$ cat config.mk
export PLATFORM = sky130hd
export DESIGN_NAME = nibble_serial_subtractor
export DESIGN_NICKNAME = d
export VERILOG_FILES = /design/src/rtl/nibble_serial_subtractor.sv
export SDC_FILE = /design/constraint.sdc
export NUM_CORES = 1
export LEC_CHECK = 0
export BUFFER_PORTS_ARGS = -buffer_cell sky130_fd_sc_hd__buf_2
export CAP_MARGIN = 5
export CORE_ASPECT_RATIO = 0.7
export CORE_MARGIN = 1.5
export CORE_UTILIZATION = 45
export DETAILED_ROUTE_END_ITERATION = 8
export MAX_ROUTING_LAYER = met4
export PLACE_DENSITY = 0.68
export SYNTH_ARGS = -nofsm -noshare
export SYNTH_HDL_FRONTEND = slang
export SYNTH_SLANG_ARGS = --single-unit
$ cat constraint.sdc
create_clock -name i_clk -period 7.35 [get_ports i_clk]
set_input_delay 1.47 -clock i_clk [delete_from_list [all_inputs] [get_ports i_clk]]
set_output_delay 1.47 -clock i_clk [all_outputs]
set_load 0.03 [all_outputs]
$ cat src/rtl/nibble_serial_subtractor.sv
// Serial WIDTH-bit subtractor: A + ~B + 1 evaluated one 4-bit lookahead slice per clock,
// LSB nibble first, with the inter-nibble carry held in a register.

module nss_cla4 (
    input  logic [3:0] i_a,
    input  logic [3:0] i_b,
    input  logic       i_c0,
    output logic [3:0] o_sum,
    output logic       o_c3,
    output logic       o_c4
);
    logic [3:0] w_g;
    logic [3:0] w_p;
    logic       w_c1;
    logic       w_c2;
    logic       w_c3;
    logic       w_c4;

    assign w_g = i_a & i_b;
    assign w_p = i_a ^ i_b;

    // Every carry is a flat sum of products so no ripple exists inside the slice.
    assign w_c1 = w_g[0]
                | (w_p[0] & i_c0);
    assign w_c2 = w_g[1]
                | (w_p[1] & w_g[0])
                | (w_p[1] & w_p[0] & i_c0);
    assign w_c3 = w_g[2]
                | (w_p[2] & w_g[1])
                | (w_p[2] & w_p[1] & w_g[0])
                | (w_p[2] & w_p[1] & w_p[0] & i_c0);
    assign w_c4 = w_g[3]
                | (w_p[3] & w_g[2])
                | (w_p[3] & w_p[2] & w_g[1])
                | (w_p[3] & w_p[2] & w_p[1] & w_g[0])
                | (w_p[3] & w_p[2] & w_p[1] & w_p[0] & i_c0);

    assign o_sum = w_p ^ {w_c3, w_c2, w_c1, i_c0};
    assign o_c3  = w_c3;
    assign o_c4  = w_c4;
endmodule

module nibble_serial_subtractor #(
    parameter int WIDTH = 16
) (
    input  logic             i_clk,
    input  logic             i_rst_n,
    input  logic             i_start,
    input  logic [WIDTH-1:0] i_a,
    input  logic [WIDTH-1:0] i_b,
    output logic             o_busy,
    output logic             o_done,
    output logic [WIDTH-1:0] o_diff,
    output logic             o_borrow_out,
    output logic             o_overflow,
    output logic             o_zero
);
    localparam int NIB = WIDTH / 4;
    localparam int CW  = (NIB > 1) ? $clog2(NIB) : 1;

    typedef enum logic [1:0] {
        S_IDLE = 2'd0,
        S_RUN  = 2'd1,
        S_DONE = 2'd2
    } state_t;

    state_t           r_state;
    logic [WIDTH-1:0] r_a;
    logic [WIDTH-1:0] r_bn;
    logic             r_carry;
    logic [CW-1:0]    r_cnt;
    logic [WIDTH-1:0] r_diff;
    logic             r_busy;
    logic             r_done;
    logic             r_borrow;
    logic             r_ovf;
    logic             r_zero;

    logic [3:0]       w_a_nib;
    logic [3:0]       w_b_nib;
    logic [3:0]       w_sum;
    logic             w_c3;
    logic             w_c4;
    logic [WIDTH-1:0] w_diff_next;
    logic             w_last;

    assign w_last = (r_cnt == CW'(NIB - 1));

    always_comb begin
        w_a_nib     = 4'h0;
        w_b_nib     = 4'h0;
        w_diff_next = r_diff;
        for (int k = 0; k < NIB; k++) begin
            if (r_cnt == CW'(k)) begin
                w_a_nib               = r_a[4*k +: 4];
                w_b_nib               = r_bn[4*k +: 4];
                w_diff_next[4*k +: 4] = w_sum;
            end
        end
    end

    nss_cla4 u_slice (
        .i_a   (w_a_nib),
        .i_b   (w_b_nib),
        .i_c0  (r_carry),
        .o_sum (w_sum),
        .o_c3  (w_c3),
        .o_c4  (w_c4)
    );

    always_ff @(posedge i_clk or negedge i_rst_n) begin
        if (!i_rst_n) begin
            r_state  <= S_IDLE;
            r_a      <= '0;
            r_bn     <= '0;
            r_carry  <= 1'b0;
            r_cnt    <= '0;
            r_diff   <= '0;
            r_busy   <= 1'b0;
            r_done   <= 1'b0;
            r_borrow <= 1'b0;
            r_ovf    <= 1'b0;
            r_zero   <= 1'b0;
        end else begin
            r_done <= 1'b0;
            case (r_state)
                S_IDLE, S_DONE: begin
                    if (i_start) begin
                        r_a      <= i_a;
                        r_bn     <= ~i_b;
                        r_carry  <= 1'b1;
                        r_cnt    <= '0;
                        r_diff   <= '0;
                        r_borrow <= 1'b0;
                        r_ovf    <= 1'b0;
                        r_zero   <= 1'b0;
                        r_busy   <= 1'b1;
                        r_state  <= S_RUN;
                    end else begin
                        r_busy  <= 1'b0;
                        r_state <= S_IDLE;
                    end
                end
                S_RUN: begin
                    r_diff  <= w_diff_next;
                    r_carry <= w_c4;
                    if (w_last) begin
                        // The last slice holds the MSB, so its c3/c4 are the sign-bit carries.
                        r_borrow <= ~w_c4;
                        r_ovf    <= w_c3 ^ w_c4;
                        r_zero   <= (w_diff_next == '0);
                        r_busy   <= 1'b0;
                        r_done   <= 1'b1;
                        r_state  <= S_DONE;
                    end else begin
                        r_cnt <= r_cnt + 1'b1;
                    end
                end
                default: begin
                    r_busy  <= 1'b0;
                    r_state <= S_IDLE;
                end
            endcase
        end
    end

    assign o_busy       = r_busy;
    assign o_done       = r_done;
    assign o_diff       = r_diff;
    assign o_borrow_out = r_borrow;
    assign o_overflow   = r_ovf;
    assign o_zero       = r_zero;
endmodule

# After elaboration in Yosys (flattened, before gate mapping)
# Cells that the tools add are included.
word_totals:
  regBits: 58
  latchBits: 0
  ramBits: 0
  mem_bits_ro: 0
  input_bits: 35
  output_inout_bits: 21
  word_cells: 95
  mem_count: 0
classes:
  addsub: 1
  multipliers: 0
  div_mod_pow: 0
  magnitude_cmp: 0
  n_eq_ne: 8
  shift: 0
  muxes: 34
  bitwise: 32
  reduce_logical: 9
op_table:
  columns: ["op", "n"]
  rows:
  - ["$mux 4", 12]
  - ["$pmux 16 s2", 1]
  - ["$and 1x1->1", 16]
  - ["$logic_not 16->1", 1]
  - ["$mux 16", 1]
  - ["$not 16->16", 1]
  - ["$mux 1", 10]
  - ["$or 1x1->1", 10]
  - ["$pmux 1 s2", 5]
  - ["$pmux 2 s2", 2]
  - ["$xor 4x4->4", 2]
  - ["$eq 2x2->1 const B", 3]
  - ["$mux 2", 3]
  - ["$ne 2x2->1 const B", 3]
  - ["$reduce_and 3->1", 2]
  - ["$and 4x4->4", 1]
  - ["$eq 2x1->1 const B", 2]
  - ["$logic_not 2->1", 2]
  - ["$reduce_and 2->1", 2]
  - ["$add 2x1->2 const B", 1]
  - ["$reduce_bool 2->1", 1]
  - ["$reduce_or 2->1", 1]
  - ["$not 1->1", 1]
  - ["$xor 1x1->1", 1]

# Longest topological paths before layout
# Gate-level depths: netlist of the first run.
logic_depth:
  depth_word: 15
  depth_mapped: 12

# Hierarchy
# Synthesis of the first run repeated with hierarchy kept, for this count alone.
unflattened:
  hier_cells: 238
  area_unflattened_um2: 2653.8
modules_own_cells:
  columns: ["mod", "instances", "cells_per_inst", "area_per_inst_um2"]
  rows:
  - ["nibble_serial_subtractor", 1, 224, 2513.7]
  - ["nss_cla4", 1, 14, 140.1]

# Least setup slack after synthesis of the first run
# Ideal clock, no wire load.
synth_timing:
  path_kind: "reg-to-reg"
  startpoint: "reg r_cnt[0]"
  endpoint: "reg r_zero, in the netlist o_zero"
  arrival_ps: 2534
  path_slack_ps: 4712
  path_stages_with_launch: 13
  path_buffers: 1
  path_cell_list: "dfrtp_1 -> inv_1 -> ha_1 -> buf_1 -> nand3b_1 -> a21oi_1 -> a21oi_1 -> o21ai_1 -> ha_1 -> a21o_1 -> a2111oi_0 -> a311oi_1 -> o41ai_2"
synth_via:
  elab_chain_cells: 15
synth_rtl:
  columns: ["item", "line", "source"]
  rows:
  - ["start: declaration", "71", "logic [CW-1:0] r_cnt;"]
  - ["start signal: assignment", "156", "r_cnt <= r_cnt + 1'b1;"]
  - ["$logic_not 2->1", "94", "if (r_cnt == CW'(k)) begin"]
  - ["$mux 4 (4 in series)", "94", null]
  - ["$xor 4x4->4 or $and 4x4->4 (tied branches)", "20, 19", null]
  - ["$and 1x1->1, on equally long branches", "29, 30, 31", null]
  - ["$or 1x1->1 (tied with other cells)", "29", "| (w_p[2] & w_g[1])"]
  - ["$or 1x1->1 or $and 1x1->1 (tied branches)", "30, 31", null]
  - ["$or 1x1->1", "31", "| (w_p[2] & w_p[1] & w_p[0] & i_c0);"]
  - ["$xor 4x4->4", "38", "assign o_sum = w_p ^ {w_c3, w_c2, w_c1, i_c0};"]
  - ["$mux 4", "94", null]
  - ["$logic_not 16->1", "151", "r_zero <= (w_diff_next == '0);"]
  - ["$mux 1", "147", "if (w_last) begin"]
  - ["$pmux 1 s2", "126", "case (r_state)"]
  - ["end signal: assignment", "151", null]
  - ["end: declaration", "77", "logic r_zero;"]
# Parallel ways exist; a longest one is shown, timed or not. The select of a mux whose other input is x is not followed.
# A chain may end at the register's enable or synchronous reset.

# Worst setup path after layout of the first run
layout_timing:
  startpoint: "reg r_cnt[1]"
  endpoint: "reg r_zero, in the netlist o_zero"
# The elaborated chain is that of the path after synthesis.

==> out/qor.txt, run 1 <==
Layout cells sized above 1: 22.9%
Cell family with most CP delay: compound AO/OA/AOI/OAI gates
CP max stage delay: 0.65 ns
Crit start category: register
Antenna-violating nets left: 0
Critical path's slowest cell: ha_1
Clock skew: 0.00406 ns
Initial Util: 47.2%
Drt total wl: 6350 um
# Max-Cap Violations: 0
Yosys top cell area share: 52.9%
Final setup violation count: 0
Cts hold-fix bufs: 0
Worst-skew pair later-pin latency: 0.34 ns
Worst slew margin: 32.5%
WP buf/inv: 1
Core area: 0.00581 mm2
Cell taking the most area after synthesis: dfrtp_1
CP Capture Type: register
Mapped Avg Cell Area: 9.52 um2
GR Overflow Total: 0
Largest net degree at the start of global routing: 59
1st-iter DRT viols: 158
Gr usage total: 23.1%
Sequential Area: 0.00145 mm2
Critical path origin: r_cnt[1]
YS warnings: 0
GPL Wtd Cong: 0.876
Ys async rst share: 100%
CTS H-Tree Depth: 3
Worst Path Max Fanout: 22
Area occupied by multi-input gates: 0.00120 mm2
Via/cell ratio: 5.34
Drt pass-1 iters: 5
PwrDens: 537 mW/mm2
N_diodes: 0
Die width: 96.3 um
Worst r2r src: r_cnt[1]
Critical-path cell list: inv_1 -> ha_1 -> nor2_1 -> a221oi_1 -> o31ai_1 -> ha_1 -> xor2_1 -> a2111oi_0 -> a311oi_1 -> o41ai_2
CTS tree: built
# fillers: 555
HPWL after DPL: 4320 um
Num CTS Buffers: 9
Yosys reg bits: 58
Die ar.: 0.00658 mm2
Die Y: 68.3 um
Req. time, crit path: 7.57 ns
DR vias: 2241
Hold Violations, Final: 0
Global-route wire length before repair: 10800 um
Clock edge transition at the registers on the reported setup and hold paths: 0.06 ns
Clk buf depth: 2
Clk sinks: 58
Commonest non-fill, non-tap cell in the layout: nand2_1
Worst vdd ir: 0.000174 V
Slew Limit Fails: 0
Most used cell, CP: ha_1
Status: finished, final reports clean
Register area share after synthesis: 52.9%
Synth Instances: 288
Final cycle utilization of the critical path: 43.5%
Wire length per cell: 15.1 um
Hold Path Class: reg2reg
Worst Max-Slew Pin Slew: 1.01 ns
Setup total negative slack: 0 ns
Standard-cell rows: 23
Synth cell types: 43
Drc violations: 0
Top cells by area, synth: dfrtp_1 53%, nand2_1 12%, o21ai_1 3.8%
Initial antenna violation count: 0
Critical setup path kind: reg2reg
Hold Startpoint: r_a[5]
RSZ-0062 raised after global routing: false
Fmax: 313 MHz
Commonest non-fill, non-tap cells in the layout: 88 x nand2_1, 58 x dfrtp_1, 55 x buf_2
Vias in the first global route: 2210
Top FF cell, synth: dfrtp_1
Port-buffer cells: 55
Post-CTS Repair Setup Buffers: 0
Number of gates resized after cts: 0
Top Ports: 56
Tmin final: 3.20 ns
Synthesis-to-layout area growth: 17.7%
Worst Path Arrival: 3.42 ns
Syn_nets: 332
Root Driver: clkbuf_8
Post-Syn Area: 0.00274 mm2
Nets@finish: 384
EDFF count, synth: 0
Total chip power: 1730 uW
Leak: 0.00164 uW
## cells by family (layout without fill, tap and decap cells)
| logic type | count (synthesis) | count (layout) | share of synthesized area (%) |
|---|---|---|---|
| xor gates and xnor gates | 2 | 2 | 0.639 |
| DFF | 58 | 58 | 52.9 |
| muxes | 3 | 3 | 1.10 |
| buffers and inverters | 24 | 81 | 3.47 |
| AOI/OAI and AO/OA | 70 | 70 | 17.8 |
| adders and majority gates | 9 | 9 | 4.38 |
| and+or+nand+nor | 122 | 122 | 19.6 |
## worst min-delay path: stages, from the launching register on
cell	delay, ns
dfrtp_1	0.34
nand2_1	0.05
nand2_1	0.06
## final timing paths
check / to / slack (ns) / depth (start not counted)
worst max-delay path: o_zero / 4.15 / 10
worst min-delay path: r_a[5] / 0.48 / 2
worst max register to register: o_zero / 4.15 / 10
worst min register to register: r_a[5] / 0.48 / 2
max in group asynchronous: r_bn[14] / 5.58 / 2
min in group asynchronous: o_diff[1] / 1.26 / 2
## state kept, by name (all words and copies together), names as in the netlist
register	flops
r_cnt	2
o_done	1
o_diff	16
r_carry	1
r_bn	16
o_overflow	1
o_busy	1
r_state	2
r_a	16
o_borrow_out	1
o_zero	1
## stage by stage
stage / hold slack [ns] / setup WS, ns / instances / utilization [%] / area [um2]
2_1_floorplan: 0.446 / 4.71 / 288 / - / 2740
3_3_place_gp: 0.464 / 4.26 / 404 / 52.7 / 3060
3_5_place_dp: 0.470 / 4.19 / 404 / 52.7 / 3060
4_1_cts: 0.485 / 4.15 / 420 / 55.5 / 3230
5_1_grt: 0.511 / 3.90 / 420 / 55.5 / 3230
6_report: 0.482 / 4.15 / 420 / 55.5 / 3230
## cell type report
type / count / share of cell area, %
sequential: 58 / 45.0
multi-input combinational: 206 / 37.1
timing repair buffer: 57 / 9.00
clock buffer: 13 / 4.61
tap: 75 / 2.91
inverter: 8 / 0.931
clock inverter: 3 / 0.465
## Yosys cell counts, drive strengths merged, types with 2 or more instances
cell,n
a21oi,14
a221oi,2
a22o,7
a32o,4
buf,10
clkbuf,6
dfrtp,58
ha,8
inv,8
mux2i,3
nand2,89
nand2b,2
nand3,8
nand3b,6
nor2,7
nor3,3
nor4,3
o21ai,25
o31ai,4
o41ai,5
## where the power goes
group          switching (uW)  internal (uW)
clock network             120            130
logic                     593            333
registers                92.8            464
## layer usage
layer / GRT usage (%) / part of all wire [%]
met2: 32.5 / 42
met4: 7.07 / 0.66
met5: - / 0
met1: 31.1 / 49
met3: 8.56 / 8.2
(Power assumes the default switching activity.)
==> run 2, diff against run 1 <==
- clock period: 7.35 -> 3.2 ns (I/O delays scaled with it)
==> run 2 against run 1 <==
Die area is the same. Clock skew up 0.0062 ns. Clock-buffer cell count decreased by 1. Critical path depth rose by 1. Hold slack worse by 0.18 ns. Fmax up 11%. Non-clock buffer count grew 6. Sequential power rose by 130%.
==> out/qor.txt, run 2 (synthesis results as in run 1) <==
Status: finished, final reports clean (unchanged)
Initial Util: 47.2% (unchanged)
Global-route wire length before repair: 10800 um (about the same)
Commonest non-fill, non-tap cells in the layout: 88 x nand2_1, 58 x dfrtp_1, 55 x buf_2 (unchanged)
Post-CTS Repair Setup Buffers: 0 (unchanged)
Nets@finish: 390 (was 384)
Tmin final: 2.89 ns (was 3.20 ns)
Worst r2r src: r_cnt[0] (was r_cnt[1])
Critical Path Sink: o_zero (unchanged)
Worst vdd ir: 0.000509 V (was 0.000174 V)
Setup total negative slack: 0 ns (unchanged)
Gr usage total: 23.2% (was 23.1%)
Req. time, crit path: 3.43 ns (was 7.57 ns)
Largest net degree at the start of global routing: 40 (was 59)
Final cycle utilization of the critical path: 90.3% (was 43.5%)
Clock edge transition at the registers on the reported setup and hold paths: 0.07 ns (was 0.06 ns)
Slew Limit Fails: 0 (unchanged)
Commonest non-fill, non-tap cell in the layout: nand2_1 (unchanged)
Synthesis-to-layout area growth: 22.9% (was 17.7%)
Cts hold-fix bufs: 0 (unchanged)
R2R setup slack: 0.31 ns (was 4.15 ns)
Clk pwr share: 19.4% (was 14.4%)
Internal: 2460 uW (was 927 uW)
Worst Path Arrival: 3.12 ns (was 3.42 ns)
Hold Violations, Final: 0 (unchanged)
Critical path's slowest cell: a2111oi_0 (was ha_1)
Top Ports: 56 (unchanged)
# Max-Cap Violations: 0 (unchanged)
N_diodes: 0 (unchanged)
1st-iter DRT viols: 135 (was 158)
Clock skew: 0.0103 ns (was 0.00406 ns)
Total chip power: 4380 uW (was 1730 uW)
Cells after DPL: 410 (was 404)
CP Capture Type: register (unchanged)
RSZ-0062 raised after global routing: false (unchanged)
Initial antenna violation count: 0 (unchanged)
Wire length per cell: 15.5 um (was 15.1 um)
Critical path origin: r_cnt[0] (was r_cnt[1])
Crit start category: register (unchanged)
Leak: 0.00170 uW (was 0.00164 uW)
Finished Layout Cells: 426 (was 420)
Port-buffer cells: 55 (unchanged)
# fillers: 528 (was 555)
Worst Path Max Fanout: 8 (was 22)
R2r endpoint: o_zero (unchanged)
Antenna-violating nets left: 0 (unchanged)
Via/cell ratio: 5.31 (was 5.34)
Reg2reg path depth: 11 (was 10)
Switching share of power: 43.8% (was 46.5%)
Final setup violation count: 0 (unchanged)
Comb power frac: 51.1% (was 53.4%)
Die width: 96.3 um (unchanged)
Die ar.: 0.00658 mm2 (unchanged)
Core area: 0.00581 mm2 (unchanged)
CTS H-Tree Depth: 3 (unchanged)
Final core occ: 57.9% (was 55.5%)
Worst-skew pair later-pin latency: 0.34 ns (about the same)
Worst Max-Slew Pin Slew: 0.729 ns (was 1.01 ns)
Vias in the first global route: 2144 (was 2210)
Critical-path cell list: inv_1 -> ha_2 -> inv_1 -> nor2_1 -> a221oi_1 -> o31ai_1 -> ha_1 -> xor2_1 -> a2111oi_0 -> a311oi_1 -> o41ai_2 (was inv_1 -> ha_1 -> nor2_1 -> a221oi_1 -> o31ai_1 -> ha_1 -> xor2_1 -> a2111oi_0 -> a311oi_1 -> o41ai_2)
Die Y: 68.3 um (unchanged)
GPL Wtd Cong: 0.870 (was 0.876)
Standard-cell rows: 23 (unchanged)
Root Driver: clkbuf_8 (unchanged)
Fmax: 346 MHz (was 313 MHz)
Clk sinks: 58 (unchanged)
Worst slew margin: 51.4% (was 32.5%)
Num CTS Buffers: 9 (unchanged)
Layout cells sized above 1: 25.6% (was 22.9%)
PwrDens: 1300 mW/mm2 (was 537 mW/mm2)
Hold Path Class: in2async (was reg2reg)
Drc violations: 0 (unchanged)
CP max stage delay: 0.45 ns (was 0.65 ns)
HPWL after DPL: 4610 um (was 4320 um)
CTS tree: built (unchanged)
Most used cell, CP: inv_1 (was ha_1)
GR Overflow Total: 0 (unchanged)
Drt total wl: 6580 um (was 6350 um)
Sw Pwr: 1920 uW (was 806 uW)
DR vias: 2260 (was 2241)
Critical setup path kind: reg2reg (unchanged)
Seq pwr share: 29.5% (was 32.1%)
Drt pass-1 iters: 4 (was 5)
Clk buf depth: 2 (unchanged)
## run 2: cell types whose count changed in the layout (fill, tap and decap cells not counted)
cell | previous run | this run
clkbuf_1 | 3 | 1
ha_1 | 8 | 5
clkinv_2 | 3 | 0
clkbuf_8 | 10 | 11
clkinvlp_4 | 0 | 1
bufinv_16 | 0 | 3
buf_4 | 2 | 8
ha_2 | 0 | 3
## run 2: power by group through the flow
| stage | Clock (uW) | Sequential (uW) | Combinational, uW |
|---|---|---|---|
| floorplan | 0 | 1430 | 1420 |
| global placement | 0 | 1290 | 2140 |
| detailed placement | 0 | 1300 | 2200 |
| CTS | 862 | 1290 | 2220 |
| global route | 903 | 1330 | 2450 |
| finish | 852 | 1290 | 2240 |
## run 2: layout make-up
cell class,instances,area [um2],area share [%]
multi-input combinational,206,1200,35.8
sequential,58,1450,43.1
clock buffer,12,155,4.61
clock inverter,4,97.6,2.90
inverter,8,30.0,0.892
timing repair buffer,63,335,9.96
tap,75,93.8,2.79
## run 2: worst max-delay path, delay by kind of cell, from the launching register on
kind                     cells  cell delay, ns
AO/OA/AOI/OAI                5            1.17
XOR/XNOR                     1            0.17
adder cells (fa/ha/maj)      2            0.62
buffers and inverters        2            0.21
flip-flops                   1            0.44
AND/OR/NAND/NOR              1            0.17
## run 2: repair_timing
item / 4_1_cts / 5_1_grt
endpoints found under the setup margin: 0 / 1
hold endpoints to repair: 0 / 0
gates resized for setup: 0 / 3
## run 2: worst min-delay path by stage
stage	start	to	slack, ns	cells past startpoint
finish	i_rst_n	o_diff[5]	0.31	1
global route	i_rst_n	o_diff[6]	0.35	1
CTS	i_rst_n	o_diff[5]	0.32	1
detailed placement	o_busy	o_busy	0.47	2
global placement	o_busy	o_busy	0.46	2
floorplan	i_rst_n	o_borrow_out	0.34	0
## run 2: layer usage
metal	vias up	GRT usage (%)	routed length [um]
met5	-	-	0
met4	0	9.78	77
met3	8	6.00	409
met2	68	31.6	2850
met1	1061	32.5	3250
li1	1123	-	-
## run 2: stage by stage
stage          instance area [um2]  setup slack (ns)  hold WS, ns
3_3_place_gp                  3110             0.299        0.463
6_report                      3370             0.311        0.306
2_1_floorplan                 2740             0.562        0.344
4_1_cts                       3360             0.243        0.318
3_5_place_dp                  3110             0.297        0.466
5_1_grt                       3370             0.104        0.347
==> run 3, diff against run 2 <==
- SLEW_MARGIN: not set -> 25
- SYNTH_HIERARCHICAL: not set -> 1
- clock period: 3.2 -> 3.15 ns (I/O delays scaled with it)
==> run 3 against run 2 <==
Flip-flop and latch count did not move. Via count fell by 8.3%. Global-route usage fell by 1.7 points. Clock skew fell by 0.0043 ns. Critical endpoint unchanged. Power rose by 2.9%. Final area fell by 2.5%. Critical path depth rose by 1. Critical path type unchanged. Highest routed layer unchanged. Utilization fell by 0.30 points. Sequential power barely moved.
==> out/qor.txt, run 3 <==
Status: finished, final reports clean (unchanged)
Drt total wl: 6100 um (was 6580 um)
Core area: 0.00570 mm2 (was 0.00581 mm2)
Die width: 94.8 um (was 96.3 um)
Die Y: 67.3 um (was 68.3 um)
Syn_nets: 282 (was 332)
Via/cell ratio: 5.41 (was 5.31)
Gr usage total: 21.5% (was 23.2%)
Cts hold-fix bufs: 0 (unchanged)
CP max stage delay: 0.41 ns (was 0.45 ns)
Largest family of logic cells by synthesized area: compound AO/OA/AOI/OAI gates (was simple AND/OR/NAND/NOR gates)
Crit start category: register (unchanged)
1st-iter DRT viols: 106 (was 135)
Mux share of post-synthesis cell area: 7.17% (was 1.10%)
CTS H-Tree Depth: 3 (unchanged)
Final setup violation count: 0 (unchanged)
Worst-skew pair later-pin latency: 0.34 ns (about the same)
Die ar.: 0.00637 mm2 (was 0.00658 mm2)
Commonest non-fill, non-tap cells in the layout: 58 x dfrtp_1, 55 x buf_2, 39 x nand2_1 (was 88 x nand2_1, 58 x dfrtp_1, 55 x buf_2)
Post-Syn Area: 0.00265 mm2 (was 0.00274 mm2)
Post-CTS Repair Setup Buffers: 0 (unchanged)
Top Ports: 56 (unchanged)
Worst slew margin: 52.1% (was 51.4%)
Cell taking the most area after synthesis: dfrtp_1 (unchanged)
Tmin final: 2.95 ns (was 2.89 ns)
Simple-gate share of the synthesized area: 12.3% (was 19.6%)
Top FF cell, synth: dfrtp_1 (unchanged)
Antenna-violating nets left: 0 (unchanged)
Wire length per cell: 15.9 um (was 15.5 um)
Worst Slack Setup Final: 0.198 ns (was 0.311 ns)
Top cells by count, synth: 58 x dfrtp_1, 39 x nand2_1, 25 x o21ai_0 (was 88 x nand2_1, 58 x dfrtp_1, 21 x o21ai_1)
Xor and xnor area share after synthesis: 1.32% (was 0.639%)
Slew Limit Fails: 0 (unchanged)
Top cells by area, synth: dfrtp_1 55%, mux2_2 6.8%, nand2_1 5.5% (was dfrtp_1 53%, nand2_1 12%, o21ai_1 3.8%)
Clock edge transition at the registers on the reported setup and hold paths: 0.06 ns (was 0.07 ns)
Seq pwr share: 28.5% (was 29.5%)
GPL Wtd Cong: 0.816 (was 0.870)
Critical path's slowest cell: dfrtp_1 (was a2111oi_0)
GR Overflow Total: 0 (unchanged)
Post-Place Cell Area: 0.00307 mm2 (was 0.00311 mm2)
Req. time, crit path: 3.40 ns (was 3.43 ns)
Num CTS Buffers: 9 (unchanged)
Worst Path Max Fanout: 5 (was 8)
Final instance area: 0.00328 mm2 (was 0.00337 mm2)
Commonest non-fill, non-tap cell in the layout: dfrtp_1 (was nand2_1)
Global-route wire length before repair: 9590 um (was 10800 um)
Synth cell types: 38 (was 43)
Yosys top cell area share: 54.7% (was 52.9%)
Finished Layout Cells: 383 (was 426)
Drc violations: 0 (unchanged)
HPWL after DPL: 4290 um (was 4610 um)
WP buf/inv: 1 (was 2)
Synth Area in Adders: 4.53% (was 4.38%)
Vias in the first global route: 1900 (was 2144)
Internal: 2560 uW (was 2460 uW)
Setup total negative slack: 0 ns (unchanged)
Leak: 0.00160 uW (was 0.00170 uW)
Synth Instances: 238 (was 288)
Critical-path cell list: inv_1 -> ha_1 -> nor2b_2 -> a221oi_1 -> o31ai_1 -> ha_1 -> a211oi_2 -> o21bai_2 -> xor2_1 -> nor3_1 -> o211ai_1 -> o31ai_2 (was inv_1 -> ha_2 -> inv_1 -> nor2_1 -> a221oi_1 -> o31ai_1 -> ha_1 -> xor2_1 -> a2111oi_0 -> a311oi_1 -> o41ai_2)
Worst Path Arrival: 3.21 ns (was 3.12 ns)
Sw Pwr: 1950 uW (was 1920 uW)
Nets@finish: 348 (was 390)
CP Capture Type: register (unchanged)
Yosys reg bits: 58 (unchanged)
Drt pass-1 iters: 4 (unchanged)
Fmax: 339 MHz (was 346 MHz)
Synthesis-to-layout area growth: 23.8% (was 22.9%)
Mapped Avg Cell Area: 11.2 um2 (was 9.52 um2)
Pre-CTS WS: 0.0806 ns (was 0.297 ns)
CTS tree: built (unchanged)
DR vias: 2073 (was 2260)
Port-buffer cells: 55 (unchanged)
Final cycle utilization of the critical path: 93.7% (was 90.3%)
Worst vdd ir: 0.000672 V (was 0.000509 V)
Top-count cell post-synth: dfrtp_1 (was nand2_1)
Clk pwr share: 15.6% (was 19.4%)
Hold Violations, Final: 0 (unchanged)
PwrDens: 1370 mW/mm2 (was 1300 mW/mm2)
YS warnings: 6 (was 0)
Root Driver: clkbuf_8 (unchanged)
Compound-Gate Fraction of Synth Area: 17.4% (was 17.8%)
Critical setup path kind: reg2reg (unchanged)
Layout cells sized above 1: 35.1% (was 25.6%)
Initial Util: 46.6% (was 47.2%)
# Max-Cap Violations: 0 (unchanged)
Largest net degree at the start of global routing: 59 (was 40)
Cell family with most CP delay: compound AO/OA/AOI/OAI gates (unchanged)
Ys async rst share: 100% (unchanged)
Clock skew: 0.00602 ns (was 0.0103 ns)
Cells after DPL: 368 (was 410)
EDFF count, synth: 0 (unchanged)
Switching share of power: 43.2% (was 43.8%)
Worst Max-Slew Pin Slew: 0.719 ns (was 0.729 ns)
Hold Path Class: in2async (unchanged)
Most used cell, CP: ha_1 (was inv_1)
Standard-cell rows: 23 (unchanged)
Number of gates resized after cts: 0 (unchanged)
# fillers: 502 (was 528)
Initial antenna violation count: 0 (unchanged)
Clk sinks: 58 (unchanged)
Register area share after synthesis: 54.7% (was 52.9%)
Clk buf depth: 2 (unchanged)
Comb power frac: 55.8% (was 51.1%)
N_diodes: 0 (unchanged)
Final core occ: 57.6% (was 57.9%)
## run 3: cell types whose count changed after synthesis, sizes merged, moves of 3 or more
cell and delta:
nand2 -49, mux2 +16, a21oi -11, a32o +8, a22o -7, nor2b +7
a221oi +5, nand3b -5, o41ai -5, buf -4, inv -4, o31ai +4
nor2 -3
## run 3: cell type report
type / count / area, um2 / area share [%]
Clock buffer: 13 / 169 / 5.14
Inverter: 4 / 15.0 / 0.457
Timing Repair Buffer: 68 / 373 / 11.4
Multi-Input combinational cell: 163 / 1150 / 34.9
Sequential cell: 58 / 1450 / 44.2
Tap cell: 75 / 93.8 / 2.86
Clock inverter: 2 / 35.0 / 1.07
## run 3: path summary, 6_finish.rpt
| path | slack [ns] | from | cells after the start | endpoint |
|---|---|---|---|---|
| worst max-delay path | 0.20 | r_cnt[0] | 12 | o_zero |
| worst min-delay path | 0.42 | i_rst_n | 2 | r_bn[11] |
| worst max register to register | 0.20 | r_cnt[0] | 12 | o_zero |
| worst min register to register | 0.49 | o_busy | 2 | o_busy |
| max in group asynchronous | 2.24 | i_rst_n | 2 | r_bn[6] |
| min in group i_clk | 0.47 | i_b[9] | 2 | r_bn[9] |
## run 3: worst reg2reg max path: cells and delay by family, from the launching register on
kind	cells	cell delay, ns
simple gates	2	0.43
fa+ha+maj	2	0.48
xor+xnor	1	0.20
flops	1	0.41
compound gates	6	1.24
buf+inv	1	0.13
## run 3: power groups by stage
| stage | clock (uW) | combinational (uW) | sequential (uW) |
|---|---|---|---|
| after global routing | 762 | 2760 | 1320 |
| after floorplan | 0 | 1550 | 1380 |
| final | 706 | 2520 | 1290 |
| after detailed placement | 0 | 2500 | 1290 |
| after CTS | 722 | 2510 | 1290 |
| after global placement | 0 | 2460 | 1290 |
## run 3: stage by stage
stage / hold slack [ns] / power (uW)
detailed placement: 0.477 / 3790
global route: 0.454 / 4850
floorplan: 0.334 / 2930
CTS: 0.453 / 4510
finish: 0.415 / 4510
global placement: 0.466 / 3750
## run 3: kinds of logic (layout without fill, tap and decap cells)
| kind of cell | Yosys count | after routing |
|---|---|---|
| DFF | 58 | 58 |
| xor gates and xnor gates | 4 | 4 |
| buffers and inverters | 17 | 87 |
| adders and majority gates | 9 | 9 |
| AOI/OAI and AO/OA | 64 | 64 |
| and+or+nand+nor | 69 | 69 |
| muxes | 17 | 17 |
## run 3: per-layer routing
metal,routed length (um),track usage (%)
met5,0,-
met3,411,8.00
met2,2580,27.4
met4,85,7.84
met1,3020,30.6
